==> src/rtl/cpu_mem_pkg.sv <==
// Shared encodings for the memory-port arbiter: FSM states, address-mux selects, request kinds.
// Also holds the registered port-control bundle and the wait-counter width helper.
package cpu_mem_pkg;

    typedef enum logic [1:0] {
        IDLE    = 2'b00,
        RD_WAIT = 2'b01,
        WR      = 2'b10,
        DONE    = 2'b11
    } state_t;

    typedef enum logic [1:0] {
        K_IF = 2'b00,
        K_LD = 2'b01,
        K_ST = 2'b10
    } kind_t;

    localparam logic IORD_PC  = 1'b0;
    localparam logic IORD_ALU = 1'b1;

    typedef struct packed {
        logic iord;
        logic mem_w;
        logic ir_w;
        logic pc_adv_w;
        logic mdr_w;
        logic if_done;
        logic ld_done;
        logic st_done;
        logic busy;
    } port_ctl_t;

    function automatic int cnt_width(input int rd_lat, input int wr_lat);
        return $clog2(((rd_lat > wr_lat) ? rd_lat : wr_lat) + 1);
    endfunction

endpackage

==> src/rtl/wait_counter.sv <==
// Wait-state counter: clear wins over enable; hit is a combinational equality against the target.
// Registered count, no backpressure; the arbiter stops enabling once hit is seen.
module wait_counter
    import cpu_mem_pkg::*;
#(
    parameter int W = 2
) (
    input  logic         i_clk,
    input  logic         i_rst,
    input  logic         i_clear,
    input  logic         i_enable,
    input  logic [W-1:0] i_target,
    output logic         o_hit
);

    logic [W-1:0] r_count;

    always_ff @(posedge i_clk or posedge i_rst) begin
        if (i_rst) begin
            r_count <= '0;
        end else if (i_clear) begin
            r_count <= '0;
        end else if (i_enable) begin
            r_count <= r_count + W'(1);
        end
    end

    assign o_hit = (r_count == i_target);

    // Equality-only compare: stepping past all-ones would alias a small count.
    property p_no_wrap;
        @(posedge i_clk) disable iff (i_rst) !(i_enable && !i_clear && (&r_count));
    endproperty
    a_no_wrap: assert property (p_no_wrap);

endmodule

==> src/rtl/mem_port_arbiter.sv <==
// Arbitrates fetch/load/store onto the single memory port and inserts wait states (store > load > fetch).
// Reads take READ_LAT cycles, stores WRITE_LAT, plus one done cycle; requesters hold req until done.
module mem_port_arbiter
    import cpu_mem_pkg::*;
#(
    parameter int READ_LAT  = 3,
    parameter int WRITE_LAT = 1
) (
    input  logic clk,
    input  logic reset,
    input  logic if_req,
    input  logic ld_req,
    input  logic st_req,
    output logic iord,
    output logic mem_w,
    output logic ir_w,
    output logic pc_adv_w,
    output logic mdr_w,
    output logic if_done,
    output logic ld_done,
    output logic st_done,
    output logic busy
);

    localparam int CW = cnt_width(READ_LAT, WRITE_LAT);

    state_t        r_state, w_next_state;
    kind_t         r_kind, w_next_kind;
    port_ctl_t     r_out, w_out;
    logic          w_hit;
    logic          w_cnt_clear;
    logic          w_cnt_en;
    logic          w_any_req;
    logic [CW-1:0] w_target;

    assign w_any_req   = if_req | ld_req | st_req;
    assign w_target    = (r_kind == K_ST) ? CW'(WRITE_LAT) : CW'(READ_LAT);
    assign w_cnt_clear = (r_state == DONE);
    // Acceptance loads count 1; waiting states step until the target is reached.
    assign w_cnt_en    = ((r_state == IDLE) && w_any_req) ||
                         (((r_state == RD_WAIT) || (r_state == WR)) && !w_hit);

    wait_counter #(.W(CW)) u_wait_counter (
        .i_clk    (clk),
        .i_rst    (reset),
        .i_clear  (w_cnt_clear),
        .i_enable (w_cnt_en),
        .i_target (w_target),
        .o_hit    (w_hit)
    );

    always_ff @(posedge clk or posedge reset) begin
        if (reset) begin
            r_state <= IDLE;
            r_kind  <= K_IF;
        end else begin
            r_state <= w_next_state;
            r_kind  <= w_next_kind;
        end
    end

    always_comb begin
        w_next_state = r_state;
        w_next_kind  = r_kind;
        case (r_state)
            IDLE: begin
                if (st_req) begin
                    w_next_state = WR;
                    w_next_kind  = K_ST;
                end else if (ld_req) begin
                    w_next_state = RD_WAIT;
                    w_next_kind  = K_LD;
                end else if (if_req) begin
                    w_next_state = RD_WAIT;
                    w_next_kind  = K_IF;
                end
            end
            RD_WAIT, WR: begin
                if (w_hit) w_next_state = DONE;
            end
            DONE:    w_next_state = IDLE;
            default: w_next_state = IDLE;
        endcase
    end

    // Outputs are decoded from the next state so every control lands registered on the edge.
    always_comb begin
        w_out      = '0;
        w_out.iord = IORD_PC;
        case (w_next_state)
            RD_WAIT: w_out.iord = (w_next_kind == K_LD) ? IORD_ALU : IORD_PC;
            WR: begin
                w_out.iord  = IORD_ALU;
                w_out.mem_w = 1'b1;
            end
            DONE: begin
                w_out.iord     = (w_next_kind == K_IF) ? IORD_PC : IORD_ALU;
                w_out.ir_w     = (w_next_kind == K_IF);
                w_out.pc_adv_w = (w_next_kind == K_IF);
                w_out.if_done  = (w_next_kind == K_IF);
                w_out.mdr_w    = (w_next_kind == K_LD);
                w_out.ld_done  = (w_next_kind == K_LD);
                w_out.st_done  = (w_next_kind == K_ST);
            end
            default: ;
        endcase
        w_out.busy = (w_next_state != IDLE);
    end

    always_ff @(posedge clk or posedge reset) begin
        if (reset) r_out <= '0;
        else       r_out <= w_out;
    end

    assign iord     = r_out.iord;
    assign mem_w    = r_out.mem_w;
    assign ir_w     = r_out.ir_w;
    assign pc_adv_w = r_out.pc_adv_w;
    assign mdr_w    = r_out.mdr_w;
    assign if_done  = r_out.if_done;
    assign ld_done  = r_out.ld_done;
    assign st_done  = r_out.st_done;
    assign busy     = r_out.busy;

endmodule

==> config.mk <==
export PLATFORM = sky130hd
export DESIGN_NAME = mem_port_arbiter
export DESIGN_NICKNAME = d
export VERILOG_FILES = /design/src/rtl/cpu_mem_pkg.sv /design/src/rtl/wait_counter.sv /design/src/rtl/mem_port_arbiter.sv
export SDC_FILE = /design/constraint.sdc
export NUM_CORES = 1
export LEC_CHECK = 0
export CAP_MARGIN = 25
export CORE_MARGIN = 8
export CORE_UTILIZATION = 49
export DETAILED_ROUTE_END_ITERATION = 12
export PLACE_DENSITY = 0.76
export SLEW_MARGIN = 0
export SYNTH_ARGS = -nofsm -noshare
export SYNTH_HDL_FRONTEND = slang
export SYNTH_SLANG_ARGS = --single-unit
==> constraint.sdc <==
create_clock -name clk -period 1.88 [get_ports clk]
set_clock_uncertainty 0.15 [all_clocks]
set_input_delay 0.188 -clock clk [delete_from_list [all_inputs] [get_ports clk]]
set_output_delay 0.188 -clock clk [all_outputs]
set_load 0.01 [all_outputs]
# Word level (Yosys, flattened, before mapping)
# Index checks and enable logic that the tools add are counted.
word_totals:
  ff_bits: 15
  input_bits: 5
  out_inout_bits: 9
  elab_cells: 52
op_classes:
  addsub: 1
  n_eq_ne: 10
  muxes: 17
  bitwise: 2
  reduce_logical: 10
ops:
  columns: ["op", "count"]
  rows:
  - ["$mux W2", 11]
  - ["$eq A2 B2 Y1 const B", 6]
  - ["$eq A2 B1 Y1 const B", 3]
  - ["$mux W6", 1]
  - ["$pmux W2 S3", 1]
  - ["$logic_not A2 Y1", 2]
  - ["$reduce_bool A2 Y1", 2]
  - ["$mux W1", 3]
  - ["$pmux W1 S3", 1]
  - ["$add A2 B1 Y2 const B", 1]
  - ["$eq A2 B2 Y1", 1]
  - ["$logic_and A1 B1 Y1", 2]
  - ["$logic_or A1 B1 Y1", 2]
  - ["$or A1 B1 Y1", 2]
  - ["$reduce_or A2 Y1", 1]
  - ["$logic_not A1 Y1", 1]

# Logic depth before layout (Yosys ltp)
depth:
  word_depth: 8
  ltp_mapped: 7
  depth_no_buf: 7

# Cells and area by module
# Synthesis repeated with hierarchy kept, for this count alone.
unflattened:
  cells_unflattened: 61
  hier_area_um2: 633.1
modules_own_cells:
  columns: ["module", "n_inst", "cells_each", "area_per_inst_um2"]
  rows:
  - ["mem_port_arbiter", 1, 50, 519.2]
  - ["wait_counter", 1, 11, 113.9]

# Worst setup path before layout
# OpenSTA, ideal clock, no wires.
synth_path:
  path_kind: "flip-flop to flip-flop"
  start: "register r_state[0]"
  end: "register r_out, in the netlist st_done"
  setup_time_ps: 101
  arrival_ps: 1387
  required_time_ps: 1629
  slack_ps: 242
  path_stages_with_launch: 7
  path_buffers: 0
  period_less_slack_ps: 1638
  path_cell_list: "dfrtp_1 -> inv_1 -> ha_1 -> inv_1 -> o22ai_1 -> nand2_2 -> nor4_1"
synth_lines:
  columns: ["item", "line", "text"]
  rows:
  - ["start, declared", "mem_port_arbiter.sv:27", "state_t r_state, w_next_state;"]
  - ["start signal, assigned", "mem_port_arbiter.sv:57", "r_state <= w_next_state;"]
  - ["end signal, assigned", "mem_port_arbiter.sv:112", "else r_out <= w_out;"]
  - ["end, declared", "mem_port_arbiter.sv:29", "port_ctl_t r_out, w_out;"]

==> out/results.txt <==
per-cell routed wire length -> 13.6 um
Final Max Slew Viols -> 0
family with the most delay on the worst path -> compound AO/OA/AOI/OAI gates
GP Congestion -> 0.849
RSZ-0062 raised after global routing -> false
hold crit path type -> primary input to async pin
placed cell area -> 912 um^2
area leader, netlist -> dfrtp_1
Area Growth Syn to Fin -> 33.5%
Hold Vio Cnt, Final -> 0
IO Port Bufs -> 13
drt drc -> 0
Initial Util -> 0.533
Pwr per Cell Area -> 1930 mW/mm^2
CTS tree -> built
largest net degree at the start of global routing -> 13
final instance area -> 948 um^2
clock slew at reported path FFs -> 80 ps
Psw -> 0.000750 W
vias -> 598
initial antenna violation count -> 0
Final #Nets -> 106
CP max-delay cell -> dfrtp_1
max_cap viols -> 0
Slew HR -> 0.697
CTS max path bufs -> 2
met2 Usage GRT -> 0.208
gr usage total -> 0.124
switching portion of total power -> 0.409
Final Non-Filler Cells -> 112
DR pass1 iterations -> 4
Via density -> 5.34
clock power share -> 0.111
status -> finished clean
half-perimeter wire length after placement -> 1260 um
final core occ -> 0.711
Unique masters post-synth -> 34
mean area per synthesized cell -> 9.74 um^2
number of global-route vias before repair -> 586
internal power -> 0.00108 W
worst path required time -> 1920 ps
worst reg2reg path endpoint -> iord$_DFF_PP0_
worst-path cell chain -> buf_4 > or3b_1 > a31o_1 > o21bai_4 > clkinv_2 > mux2i_1
syn nets -> 81
Crit path arrival time -> 1780 ps
total number of H-tree levels -> 1
post-layout total power -> 0.00183 W
Post-CTS Hold Buffers -> 0
CP Launch Type -> register
Lkg Pwr -> 0.440 nW
Slew @ Worst Pin -> 453 ps
Crit Reg-Reg Startpoint -> r_state[1]$_DFF_PP0_
Worst R2R Setup Slack -> 140 ps
shortest period the worst path allows -> 1740 ps
cell row count -> 13
Reg power frac -> 0.259
clock latency on the worst-skew pair -> 280 ps
Final setup viols -> 0
yosys warns -> 0
Final ANT Viol Nets -> 0
Antenna Cells -> 0
Final Cycle Share -> 0.924
f_max -> 575 MHz
post-CTS setup buffers -> 0
combinational fraction of design power -> 0.630
CP Max Fanout -> 5
worst vdd ir -> 1.01 mV
first-pass GRT wire length -> 2640 um
met1 Track Usage GR -> 0.143
# clock sinks -> 12
total gr overflow -> 0
cts bufs inserted -> 3
Die X -> 54.1 um
top cell type's share of synthesized area -> 0.423
Syn Std Cell Area -> 711 um^2
Placed Cells -> 108
ranking of synthesized cells by area -> dfrtp_1, ha_1, inv_1
Die ar. -> 0.00293 mm^2
Setup Crit Path Kind -> register to register
height of the die -> 54.1 um
cts repair resizes -> 0
Core Box Area -> 0.00133 mm^2
r2r worst-path depth -> 6
layout cells sized above 1 -> 0.227
drt total wl -> 1520 um
Cells after Synth -> 73
initial DRC count -> 12
I/O pin count -> 14
met3 Use GR -> 0.0579
post-synthesis sequential area ratio -> 0.423
max incr delay on CP -> 370 ps
Synth Register Bits -> 12
CTS root buffer -> clkbuf_4
Worst setup EP type -> register
Buf/Inv on CP -> 2
busiest grt layer -> met2
[flip-flops by register name, summed over array words and instances (netlist names)]
| name | count |
|---|---|
| r_kind | 2 |
| r_state | 2 |
| u_wait_counter.r_count | 2 |
| busy | 1 |
| if_done | 1 |
| iord | 1 |
| ld_done | 1 |
| mem_w | 1 |
| st_done | 1 |
[cell usage in the layout (no fill, tap or decap), types with 2 or more instances in the layout]
cell	Yosys	layout
o21ai_0	5	5
nor2_1	6	6
o211ai_1	2	2
nor3_1	2	2
ha_1	3	3
dfrtp_1	12	12
clkdlybuf4s50_1	0	13
inv_1	7	7
buf_4	3	10
nand2_1	5	5
clkbuf_4	0	3
a21oi_1	4	4
[synth_stat cells (all sizes together)]
master / n
nand4bb: 1
o22ai: 1
a221oi: 1
nor3: 3
a22oi: 1
o21ai: 6
nand2: 6
or2b: 1
nor2: 6
or3b: 2
xor2: 1
inv: 7
clkinv: 1
and3b: 1
nor4: 1
a22o: 1
and2b: 1
dfrtp: 12
or2: 1
mux2i: 1
o31ai: 1
nand2b: 1
a21boi: 1
o211ai: 2
ha: 3
buf: 3
o2bb2ai: 1
o21bai: 1
a21oi: 4
a31o: 1
[worst max path at each step]
stage	start	end	slack (ps)	cells after the start
after floorplan	r_state[0]$_DFF_PP0_	st_done$_DFF_PP0_	240	6
after global placement	if_req	iord$_DFF_PP0_	5	6
after detailed placement	if_req	iord$_DFF_PP0_	-50	6
after CTS	r_state[1]$_DFF_PP0_	iord$_DFF_PP0_	130	6
after global routing	r_state[0]$_DFF_PP0_	st_done$_DFF_PP0_	40	7
final	r_state[1]$_DFF_PP0_	iord$_DFF_PP0_	140	6
[metal layers]
layer / up-vias / share of wire
met5: - / 0
met4: 0 / 0
met3: 0 / 0.072
met2: 12 / 0.51
met1: 283 / 0.42
li1: 303 / -
[power groups by stage]
| stage | combinational (W) | clock, W | sequential [W] |
|---|---|---|---|
| 2_1_floorplan | 0.000729 | 0 | 0.000485 |
| 3_3_place_gp | 0.00113 | 0 | 0.000471 |
| 3_5_place_dp | 0.00116 | 0 | 0.000479 |
| 4_1_cts | 0.00116 | 0.000208 | 0.000474 |
| 5_1_grt | 0.00128 | 0.000220 | 0.000488 |
| 6_report | 0.00115 | 0.000203 | 0.000475 |
[per-stage QoR]
stage | hold slack (ps) | worst slack, ps | TNS, ps
2_1_floorplan | -97.3 | 242 | 0
3_3_place_gp | 358 | 5.46 | 0
3_5_place_dp | 369 | -52.0 | -55.8
4_1_cts | 69.8 | 127 | 0
5_1_grt | 136 | 40.1 | 0
6_report | 64.9 | 142 | 0
[cell families (layout without fill, tap and decap cells)]
logic type,count (synthesis),after routing,share of synthesized area
AO/OA/AOI/OAI,21,21,0.224
XOR/XNOR,1,1,0.0123
adder cells (fa/ha/maj),3,3,0.0528
buffers and inverters,11,35,0.0757
flip-flops,12,12,0.423
multiplexers,1,1,0.0141
AND/OR/NAND/NOR,24,24,0.199
[area by class of cell]
type	count	area, um^2
multi-input cells	50	357
fillers	107	385
inverters	8	31.3
well taps	15	18.8
repair buffers	23	205
flip-flops and latches	12	300
clock buffers	4	36.3
(Power assumes the default switching activity.)
